### src/rtl/sweep_pkg.sv
// Shared defaults and FSM state encoding for the phase sweep generator.
package sweep_pkg;

    // Phase-increment width matches the downstream NCO/CORDIC accumulator.
    localparam int PW_DEFAULT = 19;
    // Width of the per-value dwell counter.
    localparam int DW_DEFAULT = 16;

    // Sweep controller states. The down leg of a bidirectional sweep is a
    // direction flag inside RUN, not a separate state.
    typedef enum logic [1:0] {
        IDLE = 2'd0,
        RUN  = 2'd1,
        DONE = 2'd2
    } sweep_state_e;

endpackage

### src/rtl/sweep_dwell_timer.sv
// Dwell counter: holds each sweep value for max(value,1) enabled cycles and
// pulses expire_o in the last cycle of the dwell.
module sweep_dwell_timer #(
    parameter int DW = 16
) (
    input  logic          clk_i,
    input  logic          rst_i,
    input  logic          load_i,
    input  logic          en_i,
    input  logic [DW-1:0] value_i,
    output logic          expire_o
);

    logic [DW-1:0] cnt_q;
    logic [DW-1:0] load_val;

    // A dwell of zero behaves exactly like a dwell of one.
    assign load_val = (value_i == '0) ? {{(DW-1){1'b0}}, 1'b1} : value_i;

    // The count reaches 1 in the final cycle of the dwell.
    assign expire_o = en_i && (cnt_q == {{(DW-1){1'b0}}, 1'b1});

    // Load on request, otherwise count down while enabled.
    always_ff @(posedge clk_i or posedge rst_i) begin
        if (rst_i) begin
            cnt_q <= '0;
        end else if (load_i) begin
            cnt_q <= load_val;
        end else if (en_i && (cnt_q != '0)) begin
            cnt_q <= cnt_q - 1'b1;
        end
    end

endmodule

### src/rtl/phase_sweep_gen.sv
// Phase-increment sweep generator feeding an NCO phase_inc input.
// Sweeps from f_start toward f_stop in steps of 'step', holding each value
// for 'dwell' cycles, with optional looping and abort.
// Optional feature: define SWEEP_BIDIR_EN to add a down leg from f_stop back
// to f_start after the up leg (triangle instead of sawtooth).
module phase_sweep_gen
    import sweep_pkg::*;
#(
    parameter int PW = PW_DEFAULT,
    parameter int DW = DW_DEFAULT
) (
    input  logic          sys_clk,
    input  logic          rst,
    input  logic          start,
    input  logic          abort,
    input  logic          loop,
    input  logic [PW-1:0] f_start,
    input  logic [PW-1:0] f_stop,
    input  logic [PW-1:0] step,
    input  logic [DW-1:0] dwell,
    output logic [PW-1:0] phase_inc,
    output logic          busy,
    output logic          step_stb,
    output logic          done
);

    sweep_state_e  state_q;
    logic [PW-1:0] f_start_q;
    logic [PW-1:0] f_stop_q;
    logic [PW-1:0] step_q;
    logic [DW-1:0] dwell_q;
    logic          at_end_q;     // current value is the end point of this leg
    logic [PW-1:0] phase_inc_q;
    logic          busy_q;
    logic          step_stb_q;
    logic          done_q;

    logic          start_accept;
    logic          in_run;
    logic          timer_load;
    logic          timer_en;
    logic          timer_expire;
    logic [DW-1:0] timer_value;
    logic [PW:0]   up_sum;
    logic          up_hit;
    logic          last_leg;

    assign start_accept = (state_q == IDLE) && start && !abort;
    assign in_run       = (state_q == RUN);
    assign timer_en     = in_run && !abort;
    assign timer_load   = start_accept || (in_run && timer_expire && !abort);
    // Config is taken live only on the start edge; afterwards the latched copy.
    assign timer_value  = start_accept ? dwell : dwell_q;

    // Up-leg step with one extra bit so the compare never sees a wrapped sum.
    // A zero step would never reach f_stop, so it jumps there directly.
    assign up_sum = {1'b0, phase_inc_q} + {1'b0, step_q};
    assign up_hit = (up_sum >= {1'b0, f_stop_q}) || (step_q == '0);

`ifdef SWEEP_BIDIR_EN
    logic          dir_q;        // 1 = down leg
    logic [PW:0]   dn_diff;
    logic          dn_hit;
    // Down-leg step; the extra MSB flags underflow. A zero step would never
    // descend, so it lands on f_start directly.
    assign dn_diff  = {1'b0, phase_inc_q} - {1'b0, step_q};
    assign dn_hit   = dn_diff[PW] || (dn_diff[PW-1:0] <= f_start_q) || (step_q == '0);
    assign last_leg = dir_q;
`else
    assign last_leg = 1'b1;
`endif

    sweep_dwell_timer #(
        .DW (DW)
    ) u_dwell_timer (
        .clk_i    (sys_clk),
        .rst_i    (rst),
        .load_i   (timer_load),
        .en_i     (timer_en),
        .value_i  (timer_value),
        .expire_o (timer_expire)
    );

    // Sweep FSM with registered outputs; abort overrides every state.
    always_ff @(posedge sys_clk or posedge rst) begin
        if (rst) begin
            state_q     <= IDLE;
            f_start_q   <= '0;
            f_stop_q    <= '0;
            step_q      <= '0;
            dwell_q     <= '0;
            at_end_q    <= 1'b0;
            phase_inc_q <= '0;
            busy_q      <= 1'b0;
            step_stb_q  <= 1'b0;
            done_q      <= 1'b0;
`ifdef SWEEP_BIDIR_EN
            dir_q       <= 1'b0;
`endif
        end else if (abort) begin
            // Cancel: phase_inc stays where it was, no pulses.
            state_q    <= IDLE;
            at_end_q   <= 1'b0;
            busy_q     <= 1'b0;
            step_stb_q <= 1'b0;
            done_q     <= 1'b0;
`ifdef SWEEP_BIDIR_EN
            dir_q      <= 1'b0;
`endif
        end else begin
            step_stb_q <= 1'b0;
            done_q     <= 1'b0;
            case (state_q)
                IDLE: begin
                    if (start) begin
                        f_start_q   <= f_start;
                        f_stop_q    <= f_stop;
                        step_q      <= step;
                        dwell_q     <= dwell;
                        at_end_q    <= 1'b0;
                        phase_inc_q <= f_start;
                        busy_q      <= 1'b1;
                        step_stb_q  <= 1'b1;
                        state_q     <= RUN;
`ifdef SWEEP_BIDIR_EN
                        dir_q       <= 1'b0;
`endif
                    end
                end
                RUN: begin
                    if (timer_expire) begin
                        if (at_end_q && last_leg) begin
                            // End point reached and its dwell is over.
                            if (loop) begin
                                phase_inc_q <= f_start_q;
                                step_stb_q  <= 1'b1;
                                at_end_q    <= 1'b0;
`ifdef SWEEP_BIDIR_EN
                                dir_q       <= 1'b0;
`endif
                            end else begin
                                state_q <= DONE;
                                busy_q  <= 1'b0;
                                done_q  <= 1'b1;
                            end
                        end
`ifdef SWEEP_BIDIR_EN
                        else if (dir_q || at_end_q) begin
                            // Turnaround at f_stop or a further down step.
                            dir_q      <= 1'b1;
                            step_stb_q <= 1'b1;
                            if (dn_hit) begin
                                phase_inc_q <= f_start_q;
                                at_end_q    <= 1'b1;
                            end else begin
                                phase_inc_q <= dn_diff[PW-1:0];
                                at_end_q    <= 1'b0;
                            end
                        end
`endif
                        else begin
                            step_stb_q <= 1'b1;
                            if (up_hit) begin
                                phase_inc_q <= f_stop_q;
                                at_end_q    <= 1'b1;
                            end else begin
                                phase_inc_q <= up_sum[PW-1:0];
                            end
                        end
                    end
                end
                DONE: begin
                    state_q <= IDLE;
                end
                default: begin
                    state_q <= IDLE;
                end
            endcase
        end
    end

    assign phase_inc = phase_inc_q;
    assign busy      = busy_q;
    assign step_stb  = step_stb_q;
    assign done      = done_q;

endmodule
### config.mk
export PLATFORM = sky130hd
export DESIGN_NAME = phase_sweep_gen
export DESIGN_NICKNAME = d
export VERILOG_FILES = /design/src/rtl/sweep_pkg.sv /design/src/rtl/sweep_dwell_timer.sv /design/src/rtl/phase_sweep_gen.sv
export SDC_FILE = /design/constraint.sdc
export NUM_CORES = 1
export LEC_CHECK = 0
export BUFFER_PORTS_ARGS = -buffer_cell sky130_fd_sc_hd__buf_2
export CORE_MARGIN = 2
export CORE_UTILIZATION = 55
export CTS_CLUSTER_DIAMETER = 150
export CTS_CLUSTER_SIZE = 40
export DETAILED_ROUTE_END_ITERATION = 10
export GPL_ROUTABILITY_DRIVEN = 0
export PLACE_DENSITY = 0.78
export SLEW_MARGIN = 20
export SYNTH_ARGS = -nofsm -noshare
export SYNTH_HDL_FRONTEND = slang
export SYNTH_SLANG_ARGS = --single-unit
### constraint.sdc
create_clock -name sys_clk -period 12.5 [get_ports sys_clk]
set_clock_uncertainty 0.05 [all_clocks]
set_input_delay 0.625 -clock sys_clk [delete_from_list [all_inputs] [get_ports sys_clk]]
set_output_delay 0.625 -clock sys_clk [all_outputs]
set_load 0.05 [all_outputs]
# Word-level counts from Yosys, hierarchy flattened
# Index checks and enable logic that the tools add are counted.
[word_totals] input_bits=78 output_inout_bits=22 mem_bits_rw=0 mem_bits_ro=0 elab_cells=85 latchBits=0 regBits=114 n_memories=0
[classes] mux=39 order_cmp=1 reduce_logical=22 bitwise_logic=1 n_eq_ne=9 n_div=0 addsub=2 shifts=0 n_mul=0
[ops] op="2-to-1 mux 19 bit" n=5
[ops] op="2-to-1 mux 16 bit" n=4
[ops] op="case mux 19 bit (2 select lines)" n=1
[ops] op="adder 19 x 19 -> 20 bit" n=1
[ops] op="greater-or-equal comparator 20 x 19 -> 1 bit" n=1
[ops] op="2-to-1 mux 1 bit" n=20
[ops] op="zero test 19 bit" n=1
[ops] op="equality test 16 x 1 -> 1 bit, second input constant" n=1
[ops] op="zero test 16 bit" n=1
[ops] op="nonzero test 16 bit" n=1
[ops] op="subtractor 16 x 1 -> 16 bit, second input constant" n=1
[ops] op="inequality test 3 bit, second input constant" n=4
[ops] op="2-to-1 mux 2 bit" n=5
[ops] op="AND reduction 5 bit" n=2
[ops] op="logical AND 1 bit" n=7
[ops] op="case mux 1 bit (2 select lines)" n=3
[ops] op="AND reduction 3 bit" n=2
[ops] op="case mux 2 bit (2 select lines)" n=1
[ops] op="AND reduction 4 bit" n=1
[ops] op="nonzero test 2 bit" n=2
[ops] op="inequality test 3 x 2 -> 1 bit, second input constant" n=1
[ops] op="nonzero test 3 bit" n=1
[ops] op="equality test 2 x 1 -> 1 bit, second input constant" n=1
[ops] op="zero test 2 bit" n=1
[ops] op="5 further kinds" n=6

# Logic depth before layout (Yosys ltp)
# Gate-level depths: netlist of the first run.
[logic_depth] depth_word=8 depth_mapped=21 mapped_depth_nobuf=19

# Cells and area by module
# Synthesis of the first run repeated with hierarchy kept, for this count alone.
[hier_totals] cells_unflattened=803 area_unflattened_um2=6812.8
[by_module_without_submodules] module="phase_sweep_gen" seq_area_each_um2=2452.4 area_per_inst_um2=5666.7 cells_each=673 n_inst=1
[by_module_without_submodules] module="sweep_dwell_timer" seq_area_each_um2=400.4 area_per_inst_um2=1146.1 cells_each=130 n_inst=1

# Worst setup path before layout of the first run
# Ideal clock, no wire load.
[synth_path] path_type="register to register" start="reg phase_inc_q[0], in the netlist phase_inc[0]" end="reg phase_inc_q[4], in the netlist phase_inc[4]" required_ps=12321 setup_slack_ps=7999 path_stages_with_launch=20 synth_period_minus_slack_ps=4501 setup_time_ps=129 n_path_buf=1 arrival_ps=4323 cell_sequence="dfrtp_1 -> ha_1 -> inv_1 -> fa_1 -> nor2b_1 -> o2111ai_1 -> a21oi_1 -> nor2_1 -> o21bai_1 -> xor2_1 -> ha_1 -> a21o_1 -> a21oi_1 -> a21o_1 -> a31oi_1 -> a2111oi_4 -> buf_6 -> mux2_2 -> mux2i_1 -> o21ai_1"
[synth_via] elab_chain_cells=7
[synth_rtl] item="start: declaration" line="phase_sweep_gen.sv:33" text="logic [PW-1:0] phase_inc_q;"
[synth_rtl] item="start signal: assignment" line="phase_sweep_gen.sv:121" text="phase_inc_q <= f_start;"
[synth_rtl] item="start signal: assignment" line="phase_sweep_gen.sv:135" text="phase_inc_q <= f_start_q;"
[synth_rtl] item="start signal: assignment" line="phase_sweep_gen.sv:164" text="phase_inc_q <= f_stop_q;"
[synth_rtl] item="adder 19 x 19 -> 20 bit (*)" line="phase_sweep_gen.sv:57" text="assign up_sum = {1'b0, phase_inc_q} + {1'b0, step_q};"
[synth_rtl] item="greater-or-equal comparator 20 x 19 -> 1 bit" line="phase_sweep_gen.sv:58" text="assign up_hit = (up_sum >= {1'b0, f_stop_q}) || (step_q == '0);"
[synth_rtl] item="logical OR 1 bit" line="phase_sweep_gen.sv:58"
[synth_rtl] item="2-to-1 mux 19 bit (*)" line="phase_sweep_gen.sv:163" text="if (up_hit) begin"
[synth_rtl] item="2-to-1 mux 19 bit (*)" line="phase_sweep_gen.sv:132" text="if (at_end_q && last_leg) begin"
[synth_rtl] item="2-to-1 mux 19 bit (*)" line="phase_sweep_gen.sv:131" text="if (timer_expire) begin"
[synth_rtl] item="case mux 19 bit (2 select lines) (*)" line="phase_sweep_gen.sv:113" text="case (state_q)"
# Every way passes the cells marked *; elsewhere a longest branch is shown, timed or not. The select of a mux whose other input is x is not followed.
# A chain may end at the register's enable or synchronous reset.

# Worst setup path after layout of the first run
[layout_path] start="reg step_q[0]" end="reg phase_inc_q[10], in the netlist phase_inc[10]"
[layout_via] elab_chain_cells=7 elab_cells_between_ends=8 classes_between="add/sub (1); order compare (1); mux (4); reduce/logical (2)"
[layout_rtl] item="start: declaration" line="phase_sweep_gen.sv:30" text="logic [PW-1:0] step_q;"
[layout_rtl] item="start signal: assignment" line="phase_sweep_gen.sv:118" text="step_q <= step;"
[layout_rtl] item="adder 19 x 19 -> 20 bit" line="phase_sweep_gen.sv:57"
[layout_rtl] item="greater-or-equal comparator 20 x 19 -> 1 bit" line="phase_sweep_gen.sv:58"
[layout_rtl] item="logical OR 1 bit" line="phase_sweep_gen.sv:58"
[layout_rtl] item="2-to-1 mux 19 bit (*)" line="phase_sweep_gen.sv:163"
[layout_rtl] item="2-to-1 mux 19 bit (*)" line="phase_sweep_gen.sv:132"
[layout_rtl] item="2-to-1 mux 19 bit (*)" line="phase_sweep_gen.sv:131"
[layout_rtl] item="case mux 19 bit (2 select lines) (*)" line="phase_sweep_gen.sv:113"
[layout_rtl] item="end signal: assignment" line="phase_sweep_gen.sv:135"
[layout_rtl] item="end signal: assignment" line="phase_sweep_gen.sv:164"
[layout_rtl] item="end signal: assignment" line="phase_sweep_gen.sv:167" text="phase_inc_q <= up_sum[PW-1:0];"
# Marked as above.

==> flow_summary.json, run 1 <==
{
  "run_status": "completed",
  "grt_pass1_wl_mm": 27.8,
  "synth_async_sr_flop_share_pct": 100,
  "synth_compound_area_share_pct": 15.9,
  "critPathArrivalTime_ns": 5.46,
  "drt_pass1_iterations": 5,
  "start_kind": "flip-flop",
  "ys_warn_count": 0,
  "hold_viol_final": 0,
  "drc_errors": 0,
  "synthFlopType": "dfrtp_1",
  "synth_edf_count": 0,
  "die-height_um": 113,
  "setup_viol": 0,
  "p_total_uw": 1680,
  "grtUsageTotal_pct": 27.7,
  "finalSetupTns_ns": 0,
  "crit_fanout": 15,
  "slowest_stage": "a2111oi_4",
  "cts-root-buf": "clkbuf_16",
  "synth_top_family_by_area": "simple AND/OR/NAND/NOR gates",
  "crit_type": "flip-flop to flip-flop",
  "final_common_cell": "nand2_1",
  "io_pins": 100,
  "syn_inst": 733,
  "min_period_ns": 5.21,
  "cts_setup_buffers": 0,
  "worst_hold_path_type": "primary input to async pin",
  "relSlewSlack_pct": 42.7,
  "place.port_buffers": 99,
  "rsz0062_at_grt": "no",
  "syn_to_final_growth_pct": 18.2,
  "final_max_slew_viol_count": 0,
  "cts_buffer_depth": 2,
  "syn_area_sq_um": 6570,
  "drtIter0Drc": 440,
  "cpPeakStageDelay_ns": 0.77,
  "power_density_nw_per_um2": 217,
  "worstSetupEndpointType": "flip-flop",
  "synth_seq_cells": 114,
  "wl_met1_mm": 7.07,
  "clk_transition_reported_paths_ns": 0.06,
  "yosys-mux-area-fraction_pct": 5.64,
  "die_area_sq_um": 12800,
  "syn_area_per_cell_sq_um": 8.96,
  "postCtsResizedCells": 0,
  "start_util_pct": 57.1,
  "path_cells": "ha_1 > inv_1 > fa_1 > nor2b_1 > o2111ai_1 > a21oi_1 > nor2_1 > o21bai_1 > xor2_1 > ha_1 > a21o_1 > a21oi_1 > a21o_1 > a31oi_1 > a2111oi_4 > buf_4 > or3b_1 > a221oi_2 > nor3_1",
  "h-tree-depth": 4,
  "rows": 39,
  "fmax_mhz": 192,
  "grt_pass1_vias": 5814,
  "grt_remaining_overflow": 0,
  "cp.required_ns": 12.75,
  "synth_xor_area_share_pct": 3.33,
  "ant_nets": 0,
  "num_antenna_cells": 0,
  "wirelength_mm": 17.0,
  "insertion_delay_ns": 0.43,
  "drive_gt1_share_pct": 18.6,
  "viasPerCell": 5.79,
  "ctsHoldBuffers": 0,
  "cap_violations": 0,
  "synth_nets": 852,
  "nets": 946,
  "max-vdd-ir-drop_mv": 0.127,
  "core_area_sq_um": 11500,
  "p_leak_uw": 0.00394,
  "ys_seq_area_share_pct": 43.4,
  "cts-buffers-inserted": 17,
  "vias": 5685,
  "synth_adder_area_share_pct": 7.92,
  "cts_tree": "done",
  "synth-simple-area-share_pct": 19.1,
  "synth_area_leaders": "dfrtp_1 43%, nand2_1 9.4%, ha_1 7.6%",
  "clock_sinks": 114,
  "route.met2.wl_mm": 8.33,
  "synth_top_area_share_pct": 43.4,
  "grt_max_degree": 71,
  "die_w_um": 113,
  "wl_met3_mm": 1.13,
  "synth_cell_types": 63,
  "dr.max_layer_used": "met4",
  "place.detailed.hpwl_mm": 12.0,
  "antenna_found_initial": 0,
  "finalCritPeriodShare_pct": 41.7,
  "tightest_slew_ns": 0.859,
  "wl_per_cell_um": 17.3,
  "yosys.area.top_type": "dfrtp_1",
  "mostFrequentLayoutCells": "165 x nand2_1, 114 x dfrtp_1, 99 x buf_2, 46 x inv_1, 44 x nor2_1"
}
final timing paths:
kind | from | to | slack (ns) | cells after the start
worst max-delay path | step_q[0]$_DFFE_PP0P_ | phase_inc[10]$_DFFE_PP0P_ | 7.29 | 19
worst max register to register | step_q[0]$_DFFE_PP0P_ | phase_inc[10]$_DFFE_PP0P_ | 7.29 | 19
max in group asynchronous | rst | dwell_q[12]$_DFFE_PP0P_ | 10.89 | 3
worst min register to register | f_start_q[2]$_DFFE_PP0P_ | f_start_q[2]$_DFFE_PP0P_ | 0.43 | 2
min in group sys_clk | step[14] | step_q[14]$_DFFE_PP0P_ | 0.33 | 3
worst min-delay path | rst | step_q[7]$_DFFE_PP0P_ | 0.26 | 2
per-layer routing:
layer	GRT usage [%]	vias to the layer above
li1	-	2716
met1	33.9	2733
met2	46.8	199
met3	6.91	37
met4	11.6	0
met5	0	-
worst max-delay path: cells and delay by family (launching register included):
kind                       cells  cell delay, ns
xor gates and xnor gates       1            0.22
adders and majority gates      3            0.91
buffers and inverters          2            0.44
DFF                            1            0.38
AOI/OAI and AO/OA              9            2.25
and+or+nand+nor                4            0.82
cell families after synthesis:
kind of cell,after synthesis
DFF,114
muxes,36
AOI/OAI and AO/OA,159
adders and majority gates,41
buffers and inverters,76
and+or+nand+nor,282
xor gates and xnor gates,25
area by class of cell:
class                           count  area (sq um)
Clock inverter                     10           133
Fill cell                         952          3750
Sequential cell                   114          2850
Clock buffer                       21           470
Tap cell                          143           179
Multi-Input combinational cell    543          3420
Inverter                           47           179
Timing Repair Buffer              104           533
flip-flops by register name, indices dropped and copies added (netlist names):
register / cells
dwell_q: 16
busy: 1
phase_inc: 19
at_end_q: 1
u_dwell_timer.cnt_q: 16
done: 1
f_start_q: 19
state_q: 2
f_stop_q: 19
step_q: 19
step_stb: 1
power breakdown:
| part | switching (uW) | internal, uW | total [uW] |
|---|---|---|---|
| logic | 400 | 272 | 672 |
| clock network | 174 | 326 | 500 |
| registers | 63.9 | 448 | 512 |
synth_stat cells, types with 3 or more instances:
cell type and n:
nor2b_1 4, a21oi_1 40, nand3_1 9, o211ai_1 12, and3_1 4, xnor2_1 17
a211o_1 3, mux2_2 8, nor3_1 12, dfrtp_1 114, or4_1 3, o21a_1 3
clkbuf_1 18, or2_2 3, ha_1 40, or3_1 4, o21ai_0 39, o21bai_1 5
mux2i_1 28, a32oi_1 4, nor2_1 44, buf_1 6, nand2b_1 6, a211oi_1 4
nor4_1 8, a31oi_1 5, a21o_1 15, a21boi_0 10, xor2_1 8, nand4_1 6
inv_1 47, nand2_1 165
stage by stage:
stage / hold slack, ns / area [sq um] / instances / util, % / worst slack [ns]
after floorplan: 0.390 / 6570 / 733 / - / 8.00
after global placement: 0.402 / 7160 / 951 / 62.2 / 7.62
after detailed placement: 0.416 / 7160 / 951 / 62.2 / 7.42
after CTS: 0.283 / 7760 / 982 / 67.4 / 7.37
after global routing: 0.307 / 7770 / 982 / 67.4 / 6.87
final: 0.255 / 7770 / 982 / 67.4 / 7.29
Power figures use the tool's default switching activity.
==> run 2, diff against run 1 <==
--- a/config.mk
+++ b/config.mk
@@ -7,12 +7,12 @@
 export LEC_CHECK = 0
 export BUFFER_PORTS_ARGS = -buffer_cell sky130_fd_sc_hd__buf_2
 export CORE_MARGIN = 2
-export CORE_UTILIZATION = 55
+export CORE_UTILIZATION = 52
 export CTS_CLUSTER_DIAMETER = 150
 export CTS_CLUSTER_SIZE = 40
 export DETAILED_ROUTE_END_ITERATION = 10
 export GPL_ROUTABILITY_DRIVEN = 0
-export PLACE_DENSITY = 0.78
+export PLACE_DENSITY = 0.77
 export SLEW_MARGIN = 20
 export SYNTH_ARGS = -nofsm -noshare
 export SYNTH_HDL_FRONTEND = slang
==> constraint.sdc (replaced) <==
create_clock -name sys_clk -period 4.2 [get_ports sys_clk]
set_clock_uncertainty 0.05 [all_clocks]
set_input_delay 0.21 -clock sys_clk [delete_from_list [all_inputs] [get_ports sys_clk]]
set_output_delay 0.21 -clock sys_clk [all_outputs]
set_load 0.05 [all_outputs]
==> flow_summary.json, run 2 (synthesis gave the netlist of run 1 again) <==
{
  "io_pins": 100,
  "crit_start": "phase_inc[2]$_DFFE_PP0P_",
  "final_common_cell": "nand2_1",
  "cts-buffers-inserted": 17,
  "start_util_pct": 52.7,
  "wl_per_cell_um": 17.2,
  "drc_errors": 0,
  "drt_pass1_iterations": 5,
  "grt.met1_usage_pct": 33.4,
  "h-tree-depth": 4,
  "ant_nets": 0,
  "cts_buffer_depth": 2,
  "multi_input_area_sq_um": 3620,
  "p_leak_uw": 0.00444,
  "fin_ws_ns": -0.0994,
  "place.port_buffers": 99,
  "grt.busiest_layer": "met2",
  "setup_viol": 12,
  "cp.required_ns": 4.46,
  "cts-root-buf": "clkbuf_16",
  "run_status": "finished with violations",
  "cap_violations": 0,
  "grt_pass1_vias": 6290,
  "reg2reg_depth": 17,
  "worstSetupEndpointType": "flip-flop",
  "fmax_mhz": 233,
  "regToRegStartpoint": "phase_inc[2]$_DFFE_PP0P_",
  "tightest_slew_ns": 0.780,
  "rr_endpoint": "phase_inc[10]$_DFFE_PP0P_",
  "finalCritPeriodShare_pct": 102,
  "grt_max_degree": 87,
  "clk_transition_reported_paths_ns": 0.06,
  "drive_gt1_share_pct": 25.3,
  "die-height_um": 116,
  "min_period_ns": 4.30,
  "fill_cells": 875,
  "worst_hold_path_type": "primary input to flip-flop",
  "dpl_worst_slack_ns": -0.235,
  "syn_to_final_growth_pct": 37.2,
  "seqCellArea_sq_um": 2870,
  "grtUsageMet3_pct": 7.32,
  "clockPowerShare_pct": 27.1,
  "fin_util_pct": 72.3,
  "timing.critical_path.to": "phase_inc[10]$_DFFE_PP0P_",
  "max-vdd-ir-drop_mv": 0.379,
  "die_area_sq_um": 13600,
  "relSlewSlack_pct": 48.0,
  "grt_remaining_overflow": 0,
  "violations": "setup timing",
  "regToRegSetupSlack_ns": -0.1,
  "critPathArrivalTime_ns": 4.56,
  "worst_hold_slack_ns": 0.00171,
  "nets": 1049,
  "seqPwrFrac_pct": 26.4,
  "crit_type": "flip-flop to flip-flop",
  "start_kind": "flip-flop",
  "insertion_delay_ns": 0.43,
  "power_density_nw_per_um2": 649,
  "swShare_pct": 37.5,
  "clock_sinks": 114,
  "drtIter0Drc": 453,
  "final_max_slew_viol_count": 0,
  "core_area_sq_um": 12500,
  "grtUsageTotal_pct": 28.9,
  "crit_fanout": 6,
  "wirelength_mm": 19.2,
  "die_w_um": 116,
  "power_frac_comb_pct": 46.5,
  "num_antenna_cells": 0,
  "met2_usage_pct": 50.2,
  "cts_tree": "done",
  "antenna_found_initial": 0,
  "finalSetupTns_ns": -0.782,
  "grt_pass1_wl_mm": 30.0,
  "intPower_uw": 3660,
  "mostFrequentLayoutCells": "165 x nand2_1, 102 x dfrtp_1, 99 x buf_2, 62 x dlygate4sd3_1, 45 x inv_1",
  "rows": 41,
  "place.detailed.hpwl_mm": 12.1,
  "hold_viol_final": 0,
  "p_total_uw": 5850,
  "vias": 6268,
  "rsz0062_at_grt": "yes",
  "viasPerCell": 5.62,
  "p_sw_uw": 2190
}
[run 2: changes by cell type in the layout (fill, tap and decap cells not counted), moves of 5 or more]
cell	previous run	this run
a21oi_1	40	30
dlygate4sd3_1	0	62
o21ai_1	1	7
buf_4	5	41
o21ai_0	39	32
dfrtp_2	0	12
ha_4	0	5
ha_1	40	34
dfrtp_1	114	102
a21oi_2	0	9
[run 2: through the flow]
stage	area [sq um]	cells
3_3_place_gp	7400	999
4_1_cts	8790	1103
2_1_floorplan	6630	733
6_report	9010	1115
3_5_place_dp	7400	999
5_1_grt	9010	1115
[run 2: power by group through the flow]
stage	clock network, uW	logic [uW]	registers, uW
2_1_floorplan	0	1430	1640
3_3_place_gp	0	2050	1530
3_5_place_dp	0	2120	1540
4_1_cts	1590	2360	1530
5_1_grt	1640	2940	1570
6_report	1580	2720	1540
[run 2: cell type report]
| cell class | instances | share of cell area [%] |
|---|---|---|
| multi-input combinational | 543 | 40.2 |
| sequential | 114 | 31.8 |
| timing repair buffer | 207 | 16.5 |
| clock buffer | 21 | 5.22 |
| tap | 172 | 2.39 |
| inverter | 47 | 2.01 |
| clock inverter | 11 | 1.96 |
[run 2: what timing repair did]
item / CTS / global route
endpoints found under the hold margin: 64 / 85
buffers inserted: 11 / 11
pin swaps: 19 / 31
setup endpoints to repair: 13 / 19
resized for setup: 16 / 28
cloned: 0 / 0
hold buffers: 61 / 1
[run 2: how the worst min path moves through the flow]
stage	startpoint	end	slack [ns]	cells after the start
floorplan	f_start[0]	f_start_q[0]$_DFFE_PP0P_	0.27	2
global placement	step[9]	step_q[9]$_DFFE_PP0P_	0.35	3
detailed placement	step[7]	step_q[7]$_DFFE_PP0P_	0.36	3
CTS	f_start[9]	f_start_q[9]$_DFFE_PP0P_	0.002	3
global route	dwell[1]	dwell_q[1]$_DFFE_PP0P_	0.02	3
finish	dwell[14]	dwell_q[14]$_DFFE_PP0P_	0.002	3
[run 2: worst max-delay path, cell delays in order (launching register included)]
cell and delay (ns):
dfrtp_2 0.43, ha_4 0.30, o21ai_1 0.10, o211ai_1 0.35
nand3_1 0.18, o211ai_2 0.25, a21boi_1 0.11, xnor2_1 0.21
ha_1 0.29, a211o_1 0.29, a21oi_2 0.17, a21o_1 0.18
a31oi_2 0.06, a2111oi_4 0.32, buf_6 0.19, or3b_1 0.36
a221oi_2 0.25, nor3_2 0.08
[run 2: routing by layer]
metal / routed length (um) / part of all wire, %
met1: 7510 / 39
met2: 9550 / 50
met3: 1360 / 7.1
met4: 744 / 3.9
met5: 0 / 0
